File: src/rtl/i2c_target_pkg.sv
// Shared definitions for the I2C target: FSM state encoding, register offsets,
// CTRL/STAT bit positions and the majority helper used by the optional glitch filter.
package i2c_target_pkg;

  typedef enum logic [2:0] {
    StIdle,
    StAddr,
    StAddrAck,
    StRx,
    StRxAck,
    StTx,
    StTxAck,
    StWait
  } stateE;

  typedef logic [1:0] regAddrT;

  localparam regAddrT RegCtrl = 2'b00;
  localparam regAddrT RegAddr = 2'b01;
  localparam regAddrT RegData = 2'b10;
  localparam regAddrT RegStat = 2'b11;

  localparam int unsigned CtrlEnBit    = 0;
  localparam int unsigned CtrlGcallBit = 1;

  localparam int unsigned StatRxfBit  = 0;
  localparam int unsigned StatTxeBit  = 1;
  localparam int unsigned StatNackBit = 2;
  localparam int unsigned StatOvrBit  = 3;
  localparam int unsigned StatRwBit   = 14;
  localparam int unsigned StatBusyBit = 15;

  function automatic logic majority3(input logic [2:0] s);
    return (s[0] & s[1]) | (s[0] & s[2]) | (s[1] & s[2]);
  endfunction

endpackage

File: src/rtl/i2c_target_if.sv
// Register-access bus of the I2C target.
//   i_memAddr    : register select (CTRL/ADDR/DATA/STAT)
//   i_memDataIn  : write data
//   i_memWrEn    : one-cycle write strobe
//   o_memDataOut : combinational read data of the selected register
// master: the register host; slave: the I2C target.
interface i2c_target_if;
  import i2c_target_pkg::*;

  regAddrT     i_memAddr;
  logic [15:0] i_memDataIn;
  logic        i_memWrEn;
  logic [15:0] o_memDataOut;

  modport master (
    output i_memAddr,
    output i_memDataIn,
    output i_memWrEn,
    input  o_memDataOut
  );

  modport slave (
    input  i_memAddr,
    input  i_memDataIn,
    input  i_memWrEn,
    output o_memDataOut
  );

endinterface

File: src/rtl/i2c_pin_sync.sv
// Two-flop synchronizer for one I2C bus line, with rise/fall pulses derived from the
// synchronized level. Defining I2C_TARGET_GLITCH_FILTER_EN adds a 3-sample majority
// filter after the synchronizer (2 extra cycles of latency).
//   i_clk, i_rstn : clock, async active-low reset (line assumed idle-high)
//   i_pin         : raw bus line, asynchronous to i_clk
//   o_level       : synchronized (and optionally filtered) level
//   o_rise/o_fall : one-cycle pulses on level transitions
module i2c_pin_sync
  import i2c_target_pkg::*;
(
  input  logic i_clk,
  input  logic i_rstn,
  input  logic i_pin,
  output logic o_level,
  output logic o_rise,
  output logic o_fall
);

  logic [1:0] syncQ;
  logic       levelPrevQ;
  logic       level;

  always_ff @(posedge i_clk or negedge i_rstn) begin
    if (!i_rstn) begin
      syncQ <= 2'b11;
    end else begin
      syncQ <= {syncQ[0], i_pin};
    end
  end

`ifdef I2C_TARGET_GLITCH_FILTER_EN
  logic [2:0] histQ;

  always_ff @(posedge i_clk or negedge i_rstn) begin
    if (!i_rstn) begin
      histQ <= 3'b111;
    end else begin
      histQ <= {histQ[1:0], syncQ[1]};
    end
  end

  // A new value wins once it occupies two of the three taps.
  assign level = majority3(histQ);
`else
  assign level = syncQ[1];
`endif

  always_ff @(posedge i_clk or negedge i_rstn) begin
    if (!i_rstn) begin
      levelPrevQ <= 1'b1;
    end else begin
      levelPrevQ <= level;
    end
  end

  assign o_level = level;
  assign o_rise  = level & ~levelPrevQ;
  assign o_fall  = ~level & levelPrevQ;

endmodule

File: src/rtl/i2c_target.sv
// I2C target (slave) with a 4-register host interface.
//   i_clk, i_rstn             : clock, async active-low reset
//   memBus (slave)            : register access (CTRL, ADDR, DATA, STAT)
//   i_pinSCLIn, i_pinSDAIn    : raw bus lines
//   o_pinSDAOut               : constant 0 (open-drain low level)
//   o_pinSDADir               : 1 pulls SDA low, 0 releases it
// Optional: I2C_TARGET_GLITCH_FILTER_EN enables a majority filter in i2c_pin_sync.
module i2c_target
  import i2c_target_pkg::*;
(
  input  logic        i_clk,
  input  logic        i_rstn,
  i2c_target_if.slave memBus,
  input  logic        i_pinSCLIn,
  input  logic        i_pinSDAIn,
  output logic        o_pinSDAOut,
  output logic        o_pinSDADir
);

  logic scl, sclRise, sclFall;
  logic sda, sdaRise, sdaFall;

  i2c_pin_sync uSclSync (
    .i_clk   (i_clk),
    .i_rstn  (i_rstn),
    .i_pin   (i_pinSCLIn),
    .o_level (scl),
    .o_rise  (sclRise),
    .o_fall  (sclFall)
  );

  i2c_pin_sync uSdaSync (
    .i_clk   (i_clk),
    .i_rstn  (i_rstn),
    .i_pin   (i_pinSDAIn),
    .o_level (sda),
    .o_rise  (sdaRise),
    .o_fall  (sdaFall)
  );

  stateE      stateQ, stateD;
  logic [2:0] bitCntQ, bitCntD;
  logic [7:0] shiftQ, shiftD;
  logic [7:0] txShiftQ, txShiftD;
  logic [7:0] dataQ, dataD;
  logic [1:0] ctrlQ, ctrlD;
  logic [6:0] addrQ, addrD;
  logic       rxfQ, rxfD, txeQ, txeD, nackQ, nackD, ovrQ, ovrD;
  logic       rwQ, rwD;
  // Second half of an ACK slot: the ACK bit is being held until the next SCL fall.
  logic       ackOnQ, ackOnD;
  logic       sdaDirQ, sdaDirD;

  logic       wrCtrl, wrAddr, wrData, wrStat;
  logic [3:0] w1c;
  logic       startCond, stopCond, addrMatch;
  logic       setRxf, setTxe, setNack, setOvr, latchRx;
  logic [2:0] txBitIdx;
  logic       unusedDataIn;

  assign startCond    = sdaFall & scl;
  assign stopCond     = sdaRise & scl;
  assign addrMatch    = (shiftQ[7:1] == addrQ) ||
                        (ctrlQ[CtrlGcallBit] && (shiftQ[7:1] == 7'd0));
  assign txBitIdx     = 3'd7 - bitCntQ;
  assign unusedDataIn = ^memBus.i_memDataIn[15:8];

  // Host register writes and flag updates; hardware sets win over same-cycle clears.
  always_comb begin
    wrCtrl = memBus.i_memWrEn && (memBus.i_memAddr == RegCtrl);
    wrAddr = memBus.i_memWrEn && (memBus.i_memAddr == RegAddr);
    wrData = memBus.i_memWrEn && (memBus.i_memAddr == RegData);
    wrStat = memBus.i_memWrEn && (memBus.i_memAddr == RegStat);
    w1c    = wrStat ? memBus.i_memDataIn[3:0] : 4'b0000;

    ctrlD  = wrCtrl ? memBus.i_memDataIn[1:0] : ctrlQ;
    addrD  = wrAddr ? memBus.i_memDataIn[6:0] : addrQ;
    dataD  = dataQ;
    if (latchRx) begin
      dataD = shiftQ;
    end else if (wrData) begin
      dataD = memBus.i_memDataIn[7:0];
    end

    rxfD  = (rxfQ & ~w1c[StatRxfBit]) | setRxf;
    txeD  = (txeQ & ~w1c[StatTxeBit] & ~wrData) | setTxe;
    nackD = (nackQ & ~w1c[StatNackBit]) | setNack;
    ovrD  = (ovrQ & ~w1c[StatOvrBit]) | setOvr;
  end

  // Bus protocol FSM.
  always_comb begin
    stateD   = stateQ;
    bitCntD  = bitCntQ;
    shiftD   = shiftQ;
    txShiftD = txShiftQ;
    ackOnD   = ackOnQ;
    sdaDirD  = sdaDirQ;
    rwD      = rwQ;
    setRxf   = 1'b0;
    setTxe   = 1'b0;
    setNack  = 1'b0;
    setOvr   = 1'b0;
    latchRx  = 1'b0;

    if (!ctrlD[CtrlEnBit] || stopCond) begin
      stateD  = StIdle;
      bitCntD = 3'd0;
      ackOnD  = 1'b0;
      sdaDirD = 1'b0;
    end else if (startCond) begin
      stateD  = StAddr;
      bitCntD = 3'd0;
      ackOnD  = 1'b0;
      sdaDirD = 1'b0;
    end else begin
      case (stateQ)
        StIdle, StWait: begin
        end
        StAddr, StRx: begin
          if (sclRise) begin
            shiftD  = {shiftQ[6:0], sda};
            bitCntD = bitCntQ + 3'd1;
            if (bitCntQ == 3'd7) begin
              stateD = (stateQ == StAddr) ? StAddrAck : StRxAck;
            end
          end
        end
        StAddrAck: begin
          if (sclFall) begin
            if (!ackOnQ) begin
              if (addrMatch) begin
                ackOnD  = 1'b1;
                sdaDirD = 1'b1;
                rwD     = shiftQ[0];
              end else begin
                stateD  = StWait;
                sdaDirD = 1'b0;
              end
            end else begin
              ackOnD  = 1'b0;
              bitCntD = 3'd0;
              if (rwQ) begin
                // The ACK-ending fall is also the first data-bit fall of a read.
                stateD   = StTx;
                txShiftD = dataQ;
                sdaDirD  = ~dataQ[7];
              end else begin
                stateD  = StRx;
                sdaDirD = 1'b0;
              end
            end
          end
        end
        StRxAck: begin
          if (sclFall) begin
            if (!ackOnQ) begin
              ackOnD = 1'b1;
              if (rxfQ) begin
                setOvr = 1'b1;
              end else begin
                latchRx = 1'b1;
                setRxf  = 1'b1;
                sdaDirD = 1'b1;
              end
            end else begin
              ackOnD  = 1'b0;
              stateD  = StRx;
              sdaDirD = 1'b0;
            end
          end
        end
        StTx: begin
          if (sclRise) begin
            bitCntD = bitCntQ + 3'd1;
            if (bitCntQ == 3'd7) begin
              stateD = StTxAck;
              setTxe = 1'b1;
            end
          end else if (sclFall) begin
            sdaDirD = ~txShiftQ[txBitIdx];
          end
        end
        StTxAck: begin
          if (sclFall) begin
            sdaDirD = 1'b0;
          end else if (sclRise) begin
            if (!sda) begin
              stateD   = StTx;
              txShiftD = dataQ;
              bitCntD  = 3'd0;
            end else begin
              stateD  = StWait;
              setNack = 1'b1;
            end
          end
        end
        default: stateD = StIdle;
      endcase
    end
  end

  always_ff @(posedge i_clk or negedge i_rstn) begin
    if (!i_rstn) begin
      stateQ   <= StIdle;
      bitCntQ  <= 3'd0;
      shiftQ   <= 8'h00;
      txShiftQ <= 8'h00;
      dataQ    <= 8'h00;
      ctrlQ    <= 2'b00;
      addrQ    <= 7'h00;
      rxfQ     <= 1'b0;
      txeQ     <= 1'b0;
      nackQ    <= 1'b0;
      ovrQ     <= 1'b0;
      rwQ      <= 1'b0;
      ackOnQ   <= 1'b0;
      sdaDirQ  <= 1'b0;
    end else begin
      stateQ   <= stateD;
      bitCntQ  <= bitCntD;
      shiftQ   <= shiftD;
      txShiftQ <= txShiftD;
      dataQ    <= dataD;
      ctrlQ    <= ctrlD;
      addrQ    <= addrD;
      rxfQ     <= rxfD;
      txeQ     <= txeD;
      nackQ    <= nackD;
      ovrQ     <= ovrD;
      rwQ      <= rwD;
      ackOnQ   <= ackOnD;
      sdaDirQ  <= sdaDirD;
    end
  end

  always_comb begin
    memBus.o_memDataOut = 16'h0000;
    case (memBus.i_memAddr)
      RegCtrl: memBus.o_memDataOut = {14'b0, ctrlQ};
      RegAddr: memBus.o_memDataOut = {9'b0, addrQ};
      RegData: memBus.o_memDataOut = {8'b0, dataQ};
      RegStat: memBus.o_memDataOut = {(stateQ != StIdle), rwQ, 10'b0, ovrQ, nackQ, txeQ, rxfQ};
      default: memBus.o_memDataOut = 16'h0000;
    endcase
  end

  assign o_pinSDAOut = 1'b0;
  assign o_pinSDADir = sdaDirQ;

endmodule

File: src/flat_wrapper.sv
// flat-port wrapper written by rule: the top's interface ports become plain ports
module i2c_target_flat import i2c_target_pkg::*;
  (i_clk, i_rstn, i_pinSCLIn, i_pinSDAIn, o_pinSDAOut, o_pinSDADir, memBus_i_memAddr, memBus_i_memDataIn, memBus_i_memWrEn, memBus_o_memDataOut);
  i2c_target_if memBus_i ();
  input  logic i_clk;
  input  logic i_rstn;
  input  logic i_pinSCLIn;
  input  logic i_pinSDAIn;
  output logic o_pinSDAOut;
  output logic o_pinSDADir;
  input wire logic [$bits(memBus_i.i_memAddr)-1:0] memBus_i_memAddr;
  input wire logic [$bits(memBus_i.i_memDataIn)-1:0] memBus_i_memDataIn;
  input wire logic [$bits(memBus_i.i_memWrEn)-1:0] memBus_i_memWrEn;
  output wire logic [$bits(memBus_i.o_memDataOut)-1:0] memBus_o_memDataOut;
  assign memBus_i.i_memAddr = memBus_i_memAddr;
  assign memBus_i.i_memDataIn = memBus_i_memDataIn;
  assign memBus_i.i_memWrEn = memBus_i_memWrEn;
  assign memBus_o_memDataOut = memBus_i.o_memDataOut;
  i2c_target u_core (.i_clk(i_clk), .i_rstn(i_rstn), .memBus(memBus_i), .i_pinSCLIn(i_pinSCLIn), .i_pinSDAIn(i_pinSDAIn), .o_pinSDAOut(o_pinSDAOut), .o_pinSDADir(o_pinSDADir));
endmodule
File: config.mk
export PLATFORM = sky130hd
export DESIGN_NAME = i2c_target_flat
export DESIGN_NICKNAME = d
export VERILOG_FILES = /design/src/rtl/i2c_target_pkg.sv /design/src/rtl/i2c_target_if.sv /design/src/rtl/i2c_pin_sync.sv /design/src/rtl/i2c_target.sv /design/src/flat_wrapper.sv
export SDC_FILE = /design/constraint.sdc
export NUM_CORES = 1
export LEC_CHECK = 0
export CAP_MARGIN = 20
export CORE_UTILIZATION = 49
export CTS_CLUSTER_DIAMETER = 40
export DETAILED_ROUTE_END_ITERATION = 16
export PLACE_DENSITY = 0.76
export SLEW_MARGIN = 20
export SYNTH_ARGS = -nofsm -noshare
export SYNTH_HDL_FRONTEND = slang
export SYNTH_SLANG_ARGS = --single-unit
File: constraint.sdc
create_clock -name i_clk -period 1.7 [get_ports i_clk]
set_input_delay 0.34 -clock i_clk [delete_from_list [all_inputs] [get_ports i_clk]]
set_output_delay 0.34 -clock i_clk [all_outputs]
set_load 0.05 [all_outputs]
==> results.tsv, run 1 <==
metric	value	unit
grt_use_total	29.8	%
ir_drop	1.10	mV
use_met2	49.3	%
mostFrequentLayoutCells	buf_4, dfrtp_1, nand2_1, mux2_2, buf_6	
synth_cells	255	
timing.final.ws_setup	-0.159	ns
ys.flop_type	dfrtp_1	
clock_path_buffers	2	
critical_path.max_fanout	3	
drc	0	
die_w	77.5	um
grt_pass1_wl	13600	um
use_met1	37.9	%
cts-root-buf	clkbuf_8	
grt_max_degree	53	
crit_path_cell_trace	buf_4, nor3_1, and4b_1, a21oi_2, nor4_2, mux2_2	
rsz0062_at_grt	yes	
run_status	finished with violations	
leakage	2.04	nW
cts_sinks	52	
crit_buf_inv	1	
syn_avg_cell_area	10.9	sq um
post-place-ws	-0.506	ns
layout-area-overhead-vs-synth	58.0	%
period_needed	1.86	ns
maxCapViolCount	0	
yosysWarnings	0	
violations	negative hold slack, negative setup slack	
htreeDepth	2	
setup_viol	28	
clock.fmax	538	MHz
place_congestion	0.957	
crit_required	1.90	ns
vias_per_cell	6.22	
synth_seq_cells	52	
post_synth_instance_area	2790	sq um
cts_buffers	5	
drt-total-wl	9940	um
ys_types	51	
ios	41	
dpl.hpwl	5270	um
routedWlPerCell	22.7	um
synth_edf_count	0	
grt.busiest_layer	met2	
p_per_area	777	nW/um^2
setup_tns	-2.44	ns
vias	2719	
grt_pass1_vias	2608	
grt_antenna_before_repair	0	
seq_area_frac_synth	46.9	%
timing.final.crit_share	109	%
die_h	77.5	um
startpoint_type	flip-flop	
arrival	2.06	ns
hold_path_class	in2async	
max_stage_delay	0.44	ns
cts-hold-fix-buffers	0	
finalHoldViolations	3	
async_flop_share	100	%
fin_worst_skew	0.00998	ns
finish.utilization	80.1	%
power.total	0.00343	W
num_rows	27	
hold_slack	-0.00105	ns
fp.dieArea	6000	sq um
maxSlewViolCount	0	
path_class	reg2reg	
final_nets	389	
final_common_cell	buf_4	
clk_latency	0.32	ns
cts_tree	done	
drt_iter0_drc	270	
first_pass_iters	5	
io_buffer_count	25	
drive_gt1_share	54.8	%
cp_top_family	simple AND/OR/NAND/NOR gates	
detail-route-antenna-nets	0	
cp-end-kind	flip-flop	
design_area	4410	sq um
grt_overflow_total	0	
core_area	5510	sq um
n_antenna_cell	0	
dpl_cell_area	3620	sq um
start_util	50.7	%
path_clk_slew	0.11	ns
critPathSlowestCell	dfrtp_1	
met3_usage	5.76	%
[sequential cells by signal, summed over array words and instances, names as in the netlist, 2 cells and up]
name,count
u_core.bitCntQ,3
u_core.stateQ,3
u_core.addrQ,7
u_core.shiftQ,8
u_core.ctrlQ,2
u_core.uSdaSync.syncQ,2
u_core.uSclSync.syncQ,2
u_core.txShiftQ,8
u_core.dataQ,8
[routing by layer]
metal / wire length (um) / share of wire, %
met5: 0 / 0
met4: 553 / 5.6
met3: 686 / 6.9
met2: 4760 / 48
met1: 3930 / 40
[layout make-up]
class / count / area, sq um
Clock buffer: 5 / 68.8
Clock inverter: 3 / 68.8
Fill cell: 269 / 1100
Inverter: 4 / 15.0
Multi-Input combinational cell: 188 / 1730
Sequential cell: 52 / 1320
Tap cell: 72 / 90.1
Timing Repair Buffer: 113 / 1120
[synth_stat cells (all sizes together), types with 3 or more instances]
cell	number	share of area [%]
mux2i	12	4.3
nand2b	5	1.1
mux4	3	2.4
dfrtp	46	41
nand3b	5	1.3
nand2	20	2.8
o22ai	3	0.67
nor3	3	0.94
clkbuf	6	0.81
a21oi	14	2.5
nor4	5	1.1
nand4	3	0.67
nor2	15	2.0
inv	4	0.54
o21ai	7	1.3
dfstp	6	5.6
and2	3	0.67
nor2b	11	2.5
nand3	3	0.72
mux2	28	11
buf	11	2.5
a22o	5	1.6
xor2	7	2.2
[worst register-to-register path, stage by stage, from the launching register on]
cell	delay, ns
dfrtp_1	0.44
buf_4	0.17
nor3_1	0.19
and4b_1	0.25
a21oi_2	0.06
nor4_2	0.27
mux2_2	0.37
[final timing paths]
kind	start	end	slack (ns)	cells after the start
min in group i_clk	u_core.uSclSync.syncQ[0]$_DFF_PN1_	u_core.uSclSync.syncQ[1]$_DFF_PN1_	0.36	0
max in group asynchronous	i_rstn	u_core.uSdaSync.syncQ[1]$_DFF_PN1_	1.41	2
worst max register to register	u_core.shiftQ[6]$_DFFE_PN0P_	u_core.rwQ$_DFFE_PN0P_	-0.16	6
worst max-delay path	u_core.shiftQ[6]$_DFFE_PN0P_	u_core.rwQ$_DFFE_PN0P_	-0.16	6
worst min-delay path	i_rstn	u_core.stateQ[1]$_DFFE_PN0P_	-0.001	2
worst min register to register	u_core.uSclSync.syncQ[0]$_DFF_PN1_	u_core.uSclSync.syncQ[1]$_DFF_PN1_	0.36	0
[stage by stage]
stage / hold slack, ns / std cells
2_1_floorplan: 0.0444 / 261
3_3_place_gp: 0.346 / 397
3_5_place_dp: 0.347 / 397
4_1_cts: 0.0207 / 420
5_1_grt: 0.0240 / 437
6_report: -0.00105 / 437
[power breakdown]
part           switching (W)  leakage [nW]  internal, W
sequential          0.000101         0.659      0.00134
combinational       0.000473          1.31     0.000462
clock               0.000462        0.0687     0.000593
total                0.00104          2.04      0.00239
[what timing repair did]
action / in CTS / in global routing
setup endpoints to repair: 45 / 43
resized for setup: 53 / 47
cloned: 2 / 0
pin swaps: 10 / 20
hold endpoints to repair: 0 / 0
setup buffers: 13 / 17
[cells by family after synthesis]
kind of cell | Yosys count | synth area share (%)
AOI/OAI and AO/OA | 46 | 11.2
xor gates and xnor gates | 7 | 2.20
adders and majority gates | 2 | 0.896
DFF | 52 | 46.9
and+or+nand+nor | 83 | 16.7
buffers and inverters | 21 | 3.81
muxes | 43 | 18.2
other | 1 | 0.134
(Power assumes the default switching activity.)
==> inputs of run 2 (changes only) <==
--- a/config.mk
+++ b/config.mk
@@ -6,10 +6,10 @@
 export NUM_CORES = 1
 export LEC_CHECK = 0
 export CAP_MARGIN = 20
-export CORE_UTILIZATION = 49
+export CORE_UTILIZATION = 54
 export CTS_CLUSTER_DIAMETER = 40
 export DETAILED_ROUTE_END_ITERATION = 16
-export PLACE_DENSITY = 0.76
+export PLACE_DENSITY = 0.79
 export SLEW_MARGIN = 20
 export SYNTH_ARGS = -nofsm -noshare
 export SYNTH_HDL_FRONTEND = slang
==> constraint.sdc (replaced) <==
create_clock -name i_clk -period 1.9 [get_ports i_clk]
set_input_delay 0.38 -clock i_clk [delete_from_list [all_inputs] [get_ports i_clk]]
set_output_delay 0.38 -clock i_clk [all_outputs]
set_load 0.05 [all_outputs]
==> results.tsv, run 2 (same netlist as run 1, synthesis figures left out) <==
metric	value	unit	change
reg.largest.list	u_core.dataQ: 8 flops, u_core.shiftQ: 8 flops, u_core.txShiftQ: 8 flops		
path_clk_slew	0.09	ns	-0.02 ns
grt_max_degree	53		unchanged
cp-end-kind	primary output		
vias	2280		-16%
drive_gt1_share	34.5	%	-20 points
cts-hold-fix-buffers	0		unchanged
worst-r2r-setup-slack	0.10	ns	+0.26 ns
cts_buffers	5		unchanged
finalHoldViolations	0		-3
core_area	4850	sq um	-12%
final_nets	343		-12%
clock_path_buffers	2		unchanged
critical_path.max_fanout	2		-1
drt_iter0_drc	191		-29%
period_needed	1.88	ns	
maxCapViolCount	0		unchanged
p_per_area	702	nW/um^2	-9.7%
htreeDepth	2		unchanged
final_common_cell	dfrtp_1		
multi_input_area	1440	sq um	-16%
cts-root-buf	clkbuf_8		
fin_worst_skew	0.00619	ns	-0.00379 ns
ios	41		unchanged
grt_antenna_before_repair	0		unchanged
leakage	1.73	nW	-15%
register_area	1310	sq um	-0.38%
setup_viol	0		-100%
die_h	73.9	um	-4.6%
clock.fmax	532	MHz	
maxSlewViolCount	0		unchanged
drc	0		unchanged
place_congestion	0.938		-1.9%
mostFrequentLayoutCells	dfrtp_1, buf_4, mux2_2, nand2_1, nor2_1		
grt_use_total	27.7	%	-2.0 points
crit_required	1.52	ns	-0.38 ns
first_pass_iters	5		unchanged
io_buffer_count	25		unchanged
n_antenna_cell	0		unchanged
n_fill_cell	324		+20%
rsz0062_at_grt	yes		
cts_tree	done		
grt_pass1_wl	11100	um	-18%
path_class	reg2out		
fp.dieArea	5460	sq um	-9.0%
start_util	57.6	%	+6.9 points
vias_per_cell	5.91		-5.1%
run_status	finished, final reports clean		
detail-route-antenna-nets	0		unchanged
num_rows	25		-7.4%
startpoint_type	flip-flop		
dpl.hpwl	4750	um	-9.9%
cts_sinks	52		unchanged
layout-area-overhead-vs-synth	30.3	%	
power.total	0.00255	W	-26%
routedWlPerCell	17.6	um	-23%
grt_overflow_total	0		unchanged
drt-total-wl	6800	um	-32%
ir_drop	0.555	mV	-50%
grt_pass1_vias	2163		-17%
clk_latency	0.31	ns	about the same
finish.utilization	75.0	%	-5.1 points
timing.final.crit_share	98.9	%	
hold_path_class	in2async		
die_w	73.9	um	-4.6%
arrival	1.50	ns	-0.56 ns
[run 2: metrics by stage]
stage | setup TNS (ns) | area [sq um] | hold WS, ns | setup WS, ns | instances
floorplan | 0 | 2810 | 0.0844 | 0.0609 | 261
global placement | -10.77 | 3400 | 0.346 | -0.344 | 368
detailed placement | -11.87 | 3400 | 0.348 | -0.382 | 368
CTS | 0 | 3580 | 0.0558 | 0.00241 | 383
global route | -0.0270 | 3640 | 0.0601 | -0.0270 | 386
finish | 0 | 3640 | 0.0456 | 0.0207 | 386
[run 2: routing by layer]
layer / GRT usage [%] / wire, um
met1: 40.1 / 2900
met2: 41.1 / 3230
met3: 5.49 / 511
met4: 11.1 / 159
met5: 0 / 0
[run 2: what timing repair did]
action,4_1_cts,5_1_grt
setup buffers,5,3
endpoints found under the setup margin,27,33
pin swaps,2,1
resized for setup,15,8
cloned,2,0
[run 2: final cells by class]
type,count,share of cell area [%]
inverters,4,0.413
well taps,67,2.31
multi-input cells,188,39.7
repair buffers,67,19.2
flip-flops and latches,52,36.1
clock buffers,7,2.10
clock inverters,1,0.241
[run 2: worst max-delay path: stages (launching register included)]
cell     delay (ns)
dfrtp_1        0.41
buf_4          0.14
mux4_2         0.47
buf_6          0.17
[run 2: where the power goes]
part	total (W)	internal, W	switching (W)
clock network	0.000633	0.000264	0.000369
registers	0.00128	0.00120	0.0000875
logic	0.000635	0.000304	0.000331
[run 2: final timing paths]
path	startpoint	end	cells past startpoint
setup / recovery	u_core.addrQ[0]$_DFFE_PN0P_	memBus_o_memDataOut[0]	3
hold / removal	i_rstn	u_core.stateQ[2]$_DFFE_PN0P_	2
setup reg to reg	u_core.shiftQ[1]$_DFFE_PN0P_	u_core.rwQ$_DFFE_PN0P_	5
hold reg to reg	u_core.uSclSync.syncQ[0]$_DFF_PN1_	u_core.uSclSync.syncQ[1]$_DFF_PN1_	0
max in group asynchronous	i_rstn	u_core.uSclSync.levelPrevQ$_DFF_PN1_	2
min in group i_clk	u_core.uSclSync.syncQ[0]$_DFF_PN1_	u_core.uSclSync.syncQ[1]$_DFF_PN1_	0
